`src/rtl/cache_arb_pkg.sv`:
```
// Shared types and default widths for the i/d-cache memory port arbiter.
// Contents:
//   arb_state_e  - FSM states (IDLE, SERVE_I, SERVE_D)
//   arb_owner_e  - owner of the shared port (OWN_I, OWN_D)
//   ARB_ADDR_W / ARB_LINE_W - default address and cache-line widths
package cache_arb_pkg;
    localparam int ARB_ADDR_W = 32;
    localparam int ARB_LINE_W = 256;

    typedef enum logic [1:0] {IDLE, SERVE_I, SERVE_D} arb_state_e;
    typedef enum logic       {OWN_I, OWN_D}           arb_owner_e;
endpackage

```
`src/rtl/cache_arb_pick.sv`:
```
// Combinational grant picker for the cache memory arbiter. Holds the
// arbitration policy so the FSM only asks "who goes next".
// Ports:
//   i_pend      - icache has a pending request
//   d_pend      - dcache has a pending request
//   last_owner  - owner of the most recent grant
//   grant_valid - somebody should be granted
//   grant_owner - who gets the grant
// Configuration macro: CACHE_ARB_RR_EN
//   defined   - on a tie, grant the requester opposite last_owner
//   undefined - on a tie, dcache always wins
module cache_arb_pick
    import cache_arb_pkg::*;
(
    input  logic       i_pend,
    input  logic       d_pend,
    input  arb_owner_e last_owner,
    output logic       grant_valid,
    output arb_owner_e grant_owner
);
    logic w_tie_owner_d;

`ifdef CACHE_ARB_RR_EN
    assign w_tie_owner_d = (last_owner == OWN_I);
`else
    // Fixed priority: last_owner is tracked upstream but has no effect here.
    logic w_unused_last_owner;
    assign w_unused_last_owner = (last_owner == OWN_D);
    assign w_tie_owner_d       = 1'b1;
`endif

    always_comb begin
        grant_valid = i_pend | d_pend;
        grant_owner = OWN_I;
        if (d_pend && (!i_pend || w_tie_owner_d))
            grant_owner = OWN_D;
    end
endmodule

```
`src/rtl/cache_mem_arbiter.sv`:
```
// Arbitrates the single line-granular memory port between the icache and
// the dcache. One owner at a time: the request is latched on the grant edge
// and the shared port is driven only from those latches until m_resp, which
// is routed combinationally to the owner. Every completion is followed by
// one IDLE cycle so the requester can drop its level request.
// Ports:
//   clk, rst (async, active low)
//   i_read/i_addr -> i_rdata/i_resp       icache line read
//   d_read/d_write/d_addr/d_wdata -> d_rdata/d_resp   dcache read/writeback
//   m_read/m_write/m_addr/m_wdata <- m_rdata/m_resp   shared memory port
// Configuration macro: CACHE_ARB_RR_EN (tie policy, see cache_arb_pick).
module cache_mem_arbiter
    import cache_arb_pkg::*;
#(
    parameter int ADDR_W = ARB_ADDR_W,
    parameter int LINE_W = ARB_LINE_W
) (
    input  logic              clk,
    input  logic              rst,
    input  logic              i_read,
    input  logic [ADDR_W-1:0] i_addr,
    output logic [LINE_W-1:0] i_rdata,
    output logic              i_resp,
    input  logic              d_read,
    input  logic              d_write,
    input  logic [ADDR_W-1:0] d_addr,
    input  logic [LINE_W-1:0] d_wdata,
    output logic [LINE_W-1:0] d_rdata,
    output logic              d_resp,
    output logic              m_read,
    output logic              m_write,
    output logic [ADDR_W-1:0] m_addr,
    output logic [LINE_W-1:0] m_wdata,
    input  logic [LINE_W-1:0] m_rdata,
    input  logic              m_resp
);
    arb_state_e        r_state;
    arb_state_e        w_state_nxt;
    arb_owner_e        r_last_owner;
    logic [ADDR_W-1:0] r_addr;
    logic [LINE_W-1:0] r_wdata;
    logic              r_write;

    logic              w_grant_valid;
    arb_owner_e        w_grant_owner;
    logic              w_grant;

    cache_arb_pick u_pick (
        .i_pend      (i_read),
        .d_pend      (d_read | d_write),
        .last_owner  (r_last_owner),
        .grant_valid (w_grant_valid),
        .grant_owner (w_grant_owner)
    );

    assign w_grant = (r_state == IDLE) && w_grant_valid;

    always_comb begin
        w_state_nxt = r_state;
        m_read      = 1'b0;
        m_write     = 1'b0;
        i_resp      = 1'b0;
        d_resp      = 1'b0;
        case (r_state)
            IDLE: begin
                // m_resp here is stray and deliberately ignored.
                if (w_grant_valid)
                    w_state_nxt = (w_grant_owner == OWN_D) ? SERVE_D : SERVE_I;
            end
            SERVE_I, SERVE_D: begin
                m_read  = ~r_write;
                m_write =  r_write;
                if (m_resp) begin
                    i_resp      = (r_state == SERVE_I);
                    d_resp      = (r_state == SERVE_D);
                    w_state_nxt = IDLE;
                end
            end
            default: w_state_nxt = IDLE;
        endcase
    end

    always_ff @(posedge clk or negedge rst) begin
        if (!rst) begin
            r_state      <= IDLE;
            r_last_owner <= OWN_I;
            r_addr       <= '0;
            r_wdata      <= '0;
            r_write      <= 1'b0;
        end else begin
            r_state <= w_state_nxt;
            if (w_grant) begin
                r_last_owner <= w_grant_owner;
                if (w_grant_owner == OWN_D) begin
                    r_addr  <= d_addr;
                    r_wdata <= d_wdata;
                    // Read and write together is illegal; the write wins.
                    r_write <= d_write;
                end else begin
                    r_addr  <= i_addr;
                    r_write <= 1'b0;
                end
            end
        end
    end

    assign m_addr  = r_addr;
    assign m_wdata = r_wdata;

    // Read data is broadcast; each cache qualifies it with its own resp.
    assign i_rdata = m_rdata;
    assign d_rdata = m_rdata;
endmodule
```
`config.mk`:
```
export PLATFORM = sky130hd
export DESIGN_NAME = cache_mem_arbiter
export DESIGN_NICKNAME = d
export VERILOG_FILES = /design/src/rtl/cache_arb_pkg.sv /design/src/rtl/cache_arb_pick.sv /design/src/rtl/cache_mem_arbiter.sv
export SDC_FILE = /design/constraint.sdc
export NUM_CORES = 1
export LEC_CHECK = 0
export ABC_AREA = 0
export BUFFER_PORTS_ARGS = -buffer_cell sky130_fd_sc_hd__buf_4
export CORE_AREA = 2 2 540 542
export CTS_BUF_LIST = sky130_fd_sc_hd__clkbuf_4
export CTS_CLUSTER_DIAMETER = 60
export DETAILED_ROUTE_END_ITERATION = 7
export DIE_AREA = 0 0 542 544
export PLACE_DENSITY = 0.3
export SYNTH_ARGS = -nofsm -noshare
export SYNTH_HDL_FRONTEND = slang
export SYNTH_SLANG_ARGS = --single-unit
```
`constraint.sdc`:
```
create_clock -name clk -period 2.2 [get_ports clk]
set_clock_uncertainty 0.05 [all_clocks]
set_input_delay 0 -clock clk [delete_from_list [all_inputs] [get_ports clk]]
set_output_delay 0 -clock clk [all_outputs]
set_load 0.02 [all_outputs]
```
==> results, run 1 <==
- Measured along the x axis, the die boundary spans 542 um.
- The first error in the log reads "[ERROR RSZ-0060] Max buffer count reached".
- The count of buffers from port buffering is 617.
- The detailed-placement wirelength estimate is 107 mm.
- The mapped netlist covers 15100 um^2.
- The sequential-to-total area share from yosys stat is 48.4%.
- The cts-stage hold buffer count is 1058.
- Synthesis handed over a netlist of 1213 instances.
- The total nets after synthesis is 1798.
- The number of ports placed on the die boundary is 1386.
- The run stopped with a tool error.
- The starting utilization of the core area is 5.20%.
- In this run, synthesis produced a sequential element count of 291.
- The cell sitting at the root of the clock tree is a clkbuf_4.
- The flow stopped in 4_1_cts.
- Clock tree synthesis inserted a total of 104 buffers.
- In this run the vertical extent of the chip is 544 um.
- The Yosys step of the flow raised 0 warnings.
- The placement row count is 198.
- The weighted congestion at the end of routability-driven global placement is 0.694.
- In this run the number of H-tree levels came out at 3.
- The instance count after placement with tap cells included is 5114.
- Counting along the longest clock path gives a buffer depth of 4.
- The number of gates resized after cts is 13.
- The number of different library cells in the post-synthesis netlist is 22.
- The clock sink total is 291.
- The post-CTS setup buffer count is 1.
- The mean cell area of the mapped netlist is 12.4 um^2.
==> stage by stage <==
step | area, um^2 | hold slack [ns] | worst slack [ns]
after floorplan | 15100 | -0.346 | 0.601
after global placement | 20700 | -0.152 | 0.117
after detailed placement | 20700 | -0.155 | 0.142
==> synthesized netlist by cell type (all sizes together) <==
cell    number  area [um^2]
and3         1         6.26
a21oi        3         15.0
nand2       32          120
nor2b        2         12.5
nor2         1         6.26
o22ai        1         6.26
inv          3         11.3
ha           3         37.5
a22o         1         8.76
o31ai        1         7.51
mux2i       32          320
clkbuf       2         8.75
nand2b       1         6.26
buf        548         4150
o21ai       33          169
dfrtp      291         7280
mux2       256         2880
and2         2         12.5
==> logic make-up after synthesis <==
| group | count (synthesis) | synth area share (%) |
|---|---|---|
| muxes | 288 | 21.3 |
| buffers and inverters | 553 | 27.7 |
| and+or+nand+nor | 39 | 1.09 |
| AOI/OAI and AO/OA | 39 | 1.37 |
| DFF | 291 | 48.4 |
| adders and majority gates | 3 | 0.249 |
==> inputs of run 2 (changes only) <==
- CORE_AREA: 2 2 540 542 -> 2 2 547 549
- CTS_BUF_LIST: sky130_fd_sc_hd__clkbuf_4 -> unset
- CTS_CLUSTER_DIAMETER: 60 -> unset
- DIE_AREA: 0 0 542 544 -> 0 0 549 551
- PLACE_DENSITY: 0.3 -> unset
- PLACE_DENSITY_LB_ADDON: unset -> 0.15
==> run 2 against run 1 <==
Net effect: the flow now finishes without violations; synthesized cell count unchanged; synthesized area unchanged.
==> results, run 2 <==
- The flow ran to the end, and the final reports show no timing, DRC or antenna violations.
- The number of ports placed on the die boundary is 1386 (unchanged).
- By area the synthesized netlist is led by dfrtp_1 48%, buf_4 26%, mux2_2 19%, mux2i_1 2.1%, o21ai_0 1.1%.
- The yosys synthesis warning count is 0 (unchanged).
- The starting utilization of the core area came to 5.08% (-0.12 points).
- The primary flip-flop cell chosen by synthesis mapping is dfrtp_1.
- The vertical die dimension came to 551 um (+1.3%).
- The global-route congestion overflow total is 0.
- The total number of nets in the final design is 2718.
- The kind of critical path is reg -> reg.
- The summed area of non-filler cells in the final layout is 30400 um^2.
- The maximum operating frequency is 494 MHz.
- The netlist area before placement is 15100 um^2 (unchanged).
- Clock-pin slew was measured on the worst setup and hold paths at 0.06 ns.
- The leading cell type in the layout, fill and taps excluded is dlygate4sd3_1.
- The worst setup path is captured at a flop.
- The via count of the first global-routing pass is 13900.
- For this design the ratio of total power to cell area is 1300 nW/um^2.
- For the finished layout, the period the worst path requires is 2.02 ns.
- The area fraction of the dominant cell type after synthesis was 48.4% (unchanged).
- Across every metal layer, demand over resource in global routing totals 7.94%.
- Setup repair after global routing left no endpoint under its margin.
- The count of routing violations after the opening detailed-route iteration is 264.
- In the synthesized netlist, the cells that appear most often are 528 x buf_4, 291 x dfrtp_1, 256 x mux2_2.
- The register with the most flip-flops in the layout has 256 of them.
- The placement row count is 200 (+1.0%).
- The most area-hungry cell type in the Yosys netlist is dfrtp_1.
- The class of the most critical hold timing path is in -> reg.
- In this run the worst path has a maximum fanout of 13.
- The worst register-to-register path has a depth of 6.
- The insertion delay to the later sink of the worst-skew pair is 0.69 ns.
- The end point of the worst hold path is m_wdata[125]$_DFFE_PN0P_.
- The maximum number of pins on one net before global-route repair is 49.
- The number of violations of the max-capacitance limit is 0.
- The share of flip-flops with an asynchronous set or reset is 100% (unchanged).
- STA classifies the critical path startpoint as a flop.
- The number of synthesized register bits is 291 (unchanged).
- The CTS tree is done.
- The routed layout has 12600 vias.
- The top cell types in the final layout, fill and taps aside, are 760 x dlygate4sd3_1, 638 x buf_4, 291 x dfrtp_1.
- The number of different library cells in the post-synthesis netlist is 22 (unchanged).
- The ratio of final minimum period to clock period is 91.9%.
- The clock sink total is 291 (unchanged).
- The count of pins over their slew limit is 0.
- Setup violations remaining at the end of the flow were counted as 0.
- For the worst setup path, the data arrival time is 2.55 ns.
- The region available for standard cell placement spans 296000 um^2.
- The number of enable-type register cells in the synthesized netlist is 0 (unchanged).
- The mean number of vias per cell is 2.06.
- The total nets after synthesis is 1798 (unchanged).
- The beginning of the worst register-to-register path is r_state[0]$_DFFE_PN0P_.
- The most common cell in the synthesized netlist is buf_4.
- The mean cell area of the mapped netlist is 12.4 um^2 (unchanged).
- The start point of the worst min-delay path is d_wdata[125].
- The detailed-placement wirelength estimate is 105 mm (-2.3%).
- For the pin with the worst max-slew slack, the measured transition is 0.800 ns.
- Once detail routing completed, the nets flagged for antenna violations numbered 0.
- The wire length per cell is 20.4 um.
- For this block, the routed nets add up to 125 mm of wire.
- The die covers 302000 um^2.
- The count of buffers from port buffering is 617 (unchanged).
- In the final timing run, aggregate negative setup slack is 0 ns.
- The first TritonRoute pass finished after 4 iterations.
- The number of buffers inserted during clock tree synthesis is 50 (-52%).
- The initial antenna violation count was 72.
- The weighted congestion at the end of routability-driven global placement is 0.683 (-1.6%).
- In this run the critical register-to-register path is captured at r_write$_DFFE_PN0P_.
- For the worst setup path, the data required time is 2.73 ns.
- The buffer depth of the longest clock path was 3 (-1).
- The gate count of the mapped netlist is 1213 (unchanged).
- The layout-stage area growth over the synthesis result is 102%.
- The width of the die was 549 um (+1.3%).
- The number of remaining DRC errors is 0.
- The H-tree depth is 2 (-1).
- The layout cell share with drive strength beyond 1 is 46.2%.
- The wire length of the first global-routing pass is 153 mm.
- VDD sags by at most 778 uV.
- The placed cell area was 21000 um^2 (+1.3%).
- The sequential-to-total area share from yosys stat is 48.4% (unchanged).
- The worst slew margin relative to its limit is 46.5%.
- In this run the static leakage power is 12.0 nW.
- The tree is rooted in a clkbuf_16.
- The cell count of the worst hold path is 3.
- The setup slack of the worst register-to-register path is 0.18 ns.
- The number of hold-slack violations in the final timing report is 0.
- After filler insertion, the fill cell instance count of the layout stands at 34200.
==> run 2: cell counts after synthesis <==
No cell type changed its count.
==> run 2: timing repair <==
| item | 4_1_cts | 5_1_grt |
|---|---|---|
| hold buffers | 761 | 0 |
| gates resized for setup | 0 | 2 |
| setup endpoints to repair | 0 | 12 |
| setup buffers | 0 | 0 |
| endpoints found under the hold margin | 1094 | 0 |
==> run 2: cell families (layout without fill, tap and decap cells) <==
| group | after synthesis | in the layout | synth area share (%) |
|---|---|---|---|
| other | 0 | 18 | 0 |
| flip-flops | 291 | 291 | 48.4 |
| AND/OR/NAND/NOR | 39 | 39 | 1.09 |
| multiplexers | 288 | 288 | 21.3 |
| buffers and inverters | 553 | 1513 | 27.7 |
| adder cells (fa/ha/maj) | 3 | 3 | 0.249 |
| AO/OA/AOI/OAI | 39 | 40 | 1.37 |
==> run 2: area by class of cell <==
cell class / count / area (um^2) / share of cell area, %
Timing Repair Buffer: 1417 / 12800 / 42.0
Sequential cell: 291 / 7280 / 23.9
Tap cell: 3939 / 4930 / 16.2
Multi-Input combinational cell: 370 / 3660 / 12.0
Clock buffer: 67 / 1420 / 4.65
Clock inverter: 26 / 313 / 1.03
Antenna cell: 18 / 45.0 / 0.148
Inverter: 3 / 11.3 / 0.0370
==> run 2: worst max path at each step <==
stage,startpoint,to,slack [ns],depth (start not counted)
6_report,r_state[0]$_DFFE_PN0P_,r_write$_DFFE_PN0P_,0.18,6
5_1_grt,r_state[0]$_DFFE_PN0P_,m_addr[1]$_DFFE_PN0P_,0.03,7
4_1_cts,r_state[0]$_DFFE_PN0P_,m_addr[1]$_DFFE_PN0P_,0.04,7
3_5_place_dp,r_state[0]$_DFFE_PN0P_,m_wdata[211]$_DFFE_PN0P_,0.15,6
3_3_place_gp,r_state[0]$_DFFE_PN0P_,m_wdata[209]$_DFFE_PN0P_,0.14,6
2_1_floorplan,r_state[0]$_DFFE_PN0P_,m_wdata[100]$_DFFE_PN0P_,0.60,6
==> run 2: per-layer routing <==
metal | vias to the layer above | share of wire [%] | track usage [%] | wire, um
li1 | 5383 | - | - | -
met1 | 5996 | 35 | 8.00 | 43700
met2 | 974 | 42 | 11.9 | 52900
met3 | 257 | 19 | 6.49 | 23200
met4 | 2 | 4.3 | 3.26 | 5420
met5 | - | 0.0064 | 0 | 8
==> run 2: metrics by stage <==
step	setup WS [ns]	power [W]	utilization [%]	hold slack [ns]	cells
2_1_floorplan	0.601	0.0192	-	-0.346	1213
3_3_place_gp	0.137	0.0300	7.09	-0.0876	5258
3_5_place_dp	0.149	0.0300	7.09	-0.0835	5258
4_1_cts	0.0365	0.0416	10.2	0.000365	6112
5_1_grt	0.0313	0.0432	10.3	0.0409	6116
6_report	0.178	0.0395	10.3	0.0916	6131
==> run 2: worst max-delay path: stages (launching register included) <==
cell and delay [ns]:
dfrtp_1 0.39, inv_1 0.11, ha_2 0.22, buf_4 0.17, o31ai_4 0.17, a22o_1 0.24, dlygate4sd3_1 0.55
==> run 2: power breakdown <==
group | total [W] | internal, W | leakage (nW) | switching [W]
logic | 0.0209 | 0.00856 | 7.77 | 0.0124
registers | 0.00994 | 0.00815 | 3.42 | 0.00179
clock network | 0.00865 | 0.00511 | 0.843 | 0.00354
total | 0.0395 | 0.0218 | 12.0 | 0.0177
(Power assumes the default switching activity.)
==> inputs of run 3 (changes only) <==
- CORE_AREA: 2 2 547 549 -> 2 2 540 542
- CTS_BUF_LIST: unset -> sky130_fd_sc_hd__clkbuf_4
- DIE_AREA: 0 0 549 551 -> 0 0 542 544
==> run 3 against run 2 <==
Net effect: the run now fails in 4_1_cts; synthesized cell count stayed put; synthesized area stayed put.
==> results, run 3 <==
- The most common cell in the synthesized netlist is buf_4.
- The netlist area before placement is 15100 um^2 (unchanged).
- The gate count of the mapped netlist is 1213 (unchanged).
- The placement row count is 198 (-1.0%).
- The flow did not finish.
- The clock sink total is 291 (unchanged).
- The mean cell area of the mapped netlist is 12.4 um^2 (unchanged).
- The starting utilization of the core area is 5.20% (+0.12 points).
- The share of flip-flops with an asynchronous set or reset is 100% (unchanged).
- The yosys synthesis warning count is 0 (unchanged).
- The number of enable-type register cells in the synthesized netlist is 0 (unchanged).
- The post-CTS setup buffer count is 4 (+4).
- The H-tree depth is 3 (+1).
- The first error in the log reads "[ERROR RSZ-0060] Max buffer count reached".
- The XOR/XNOR share of the synthesized area is 0% (unchanged).
- The area fraction of the dominant cell type after synthesis was 48.4% (unchanged).
- By area the synthesized netlist is led by dfrtp_1 48%, buf_4 26%, mux2_2 19%, mux2i_1 2.1%, o21ai_0 1.1%.
- The post-synthesis adder-cell area fraction is 0.249% (unchanged).
- The number of gates resized after cts is 14 (+14).
- The placed cell area is 20800 um^2 (-0.92%).
- The compound-cell area share of the yosys netlist is 1.37% (unchanged).
- The cts-stage hold buffer count came to 1065 (+40%).
- The fraction of the mapped netlist area in simple logic gates is 1.09% (unchanged).
- The biggest area contributor in the post-synthesis netlist is dfrtp_1.
- The flow stopped in 4_1_cts.
- The width of the die is 542 um (-1.3%).
- After synthesis, the largest family of logic cells by area is buffers and inverters.
- The vertical die dimension is 544 um (-1.3%).
- By count the netlist is led by 528 x buf_4, 291 x dfrtp_1, 256 x mux2_2.
- The number of ports placed on the die boundary is 1386 (unchanged).
- The number of different library cells in the post-synthesis netlist is 22 (unchanged).
- The primary flip-flop cell chosen by synthesis mapping is dfrtp_1.
- The detailed-placement wirelength estimate was 102 mm (-2.1%).
- The weighted congestion at the end of routability-driven global placement is 0.672 (-1.6%).
- The cell sitting at the root of the clock tree is a clkbuf_4.
- The sequential-to-total area share from yosys stat is 48.4% (unchanged).
- The multiplexer share of the synthesized area is 21.3% (unchanged).
- The buffer depth of the longest clock path is 4 (+1).
- The number of buffers inserted during clock tree synthesis is 115 (+130%).
- The number of synthesized register bits is 291 (unchanged).
- The count of buffers from port buffering came to 617 (unchanged).
- The total nets after synthesis is 1798 (unchanged).
==> run 3: cells by family after synthesis <==
kind of cell / Yosys count
buffers and inverters: 553
DFF: 291
adders and majority gates: 3
AOI/OAI and AO/OA: 39
muxes: 288
and+or+nand+nor: 39
==> run 3: through the flow <==
| step | hold WS [ns] | worst slack [ns] | utilization (%) | cells |
|---|---|---|---|---|
| after global placement | -0.0498 | 0.233 | 7.19 | 5113 |
| after floorplan | -0.346 | 0.601 | - | 1213 |
| after detailed placement | -0.0498 | 0.280 | 7.19 | 5113 |
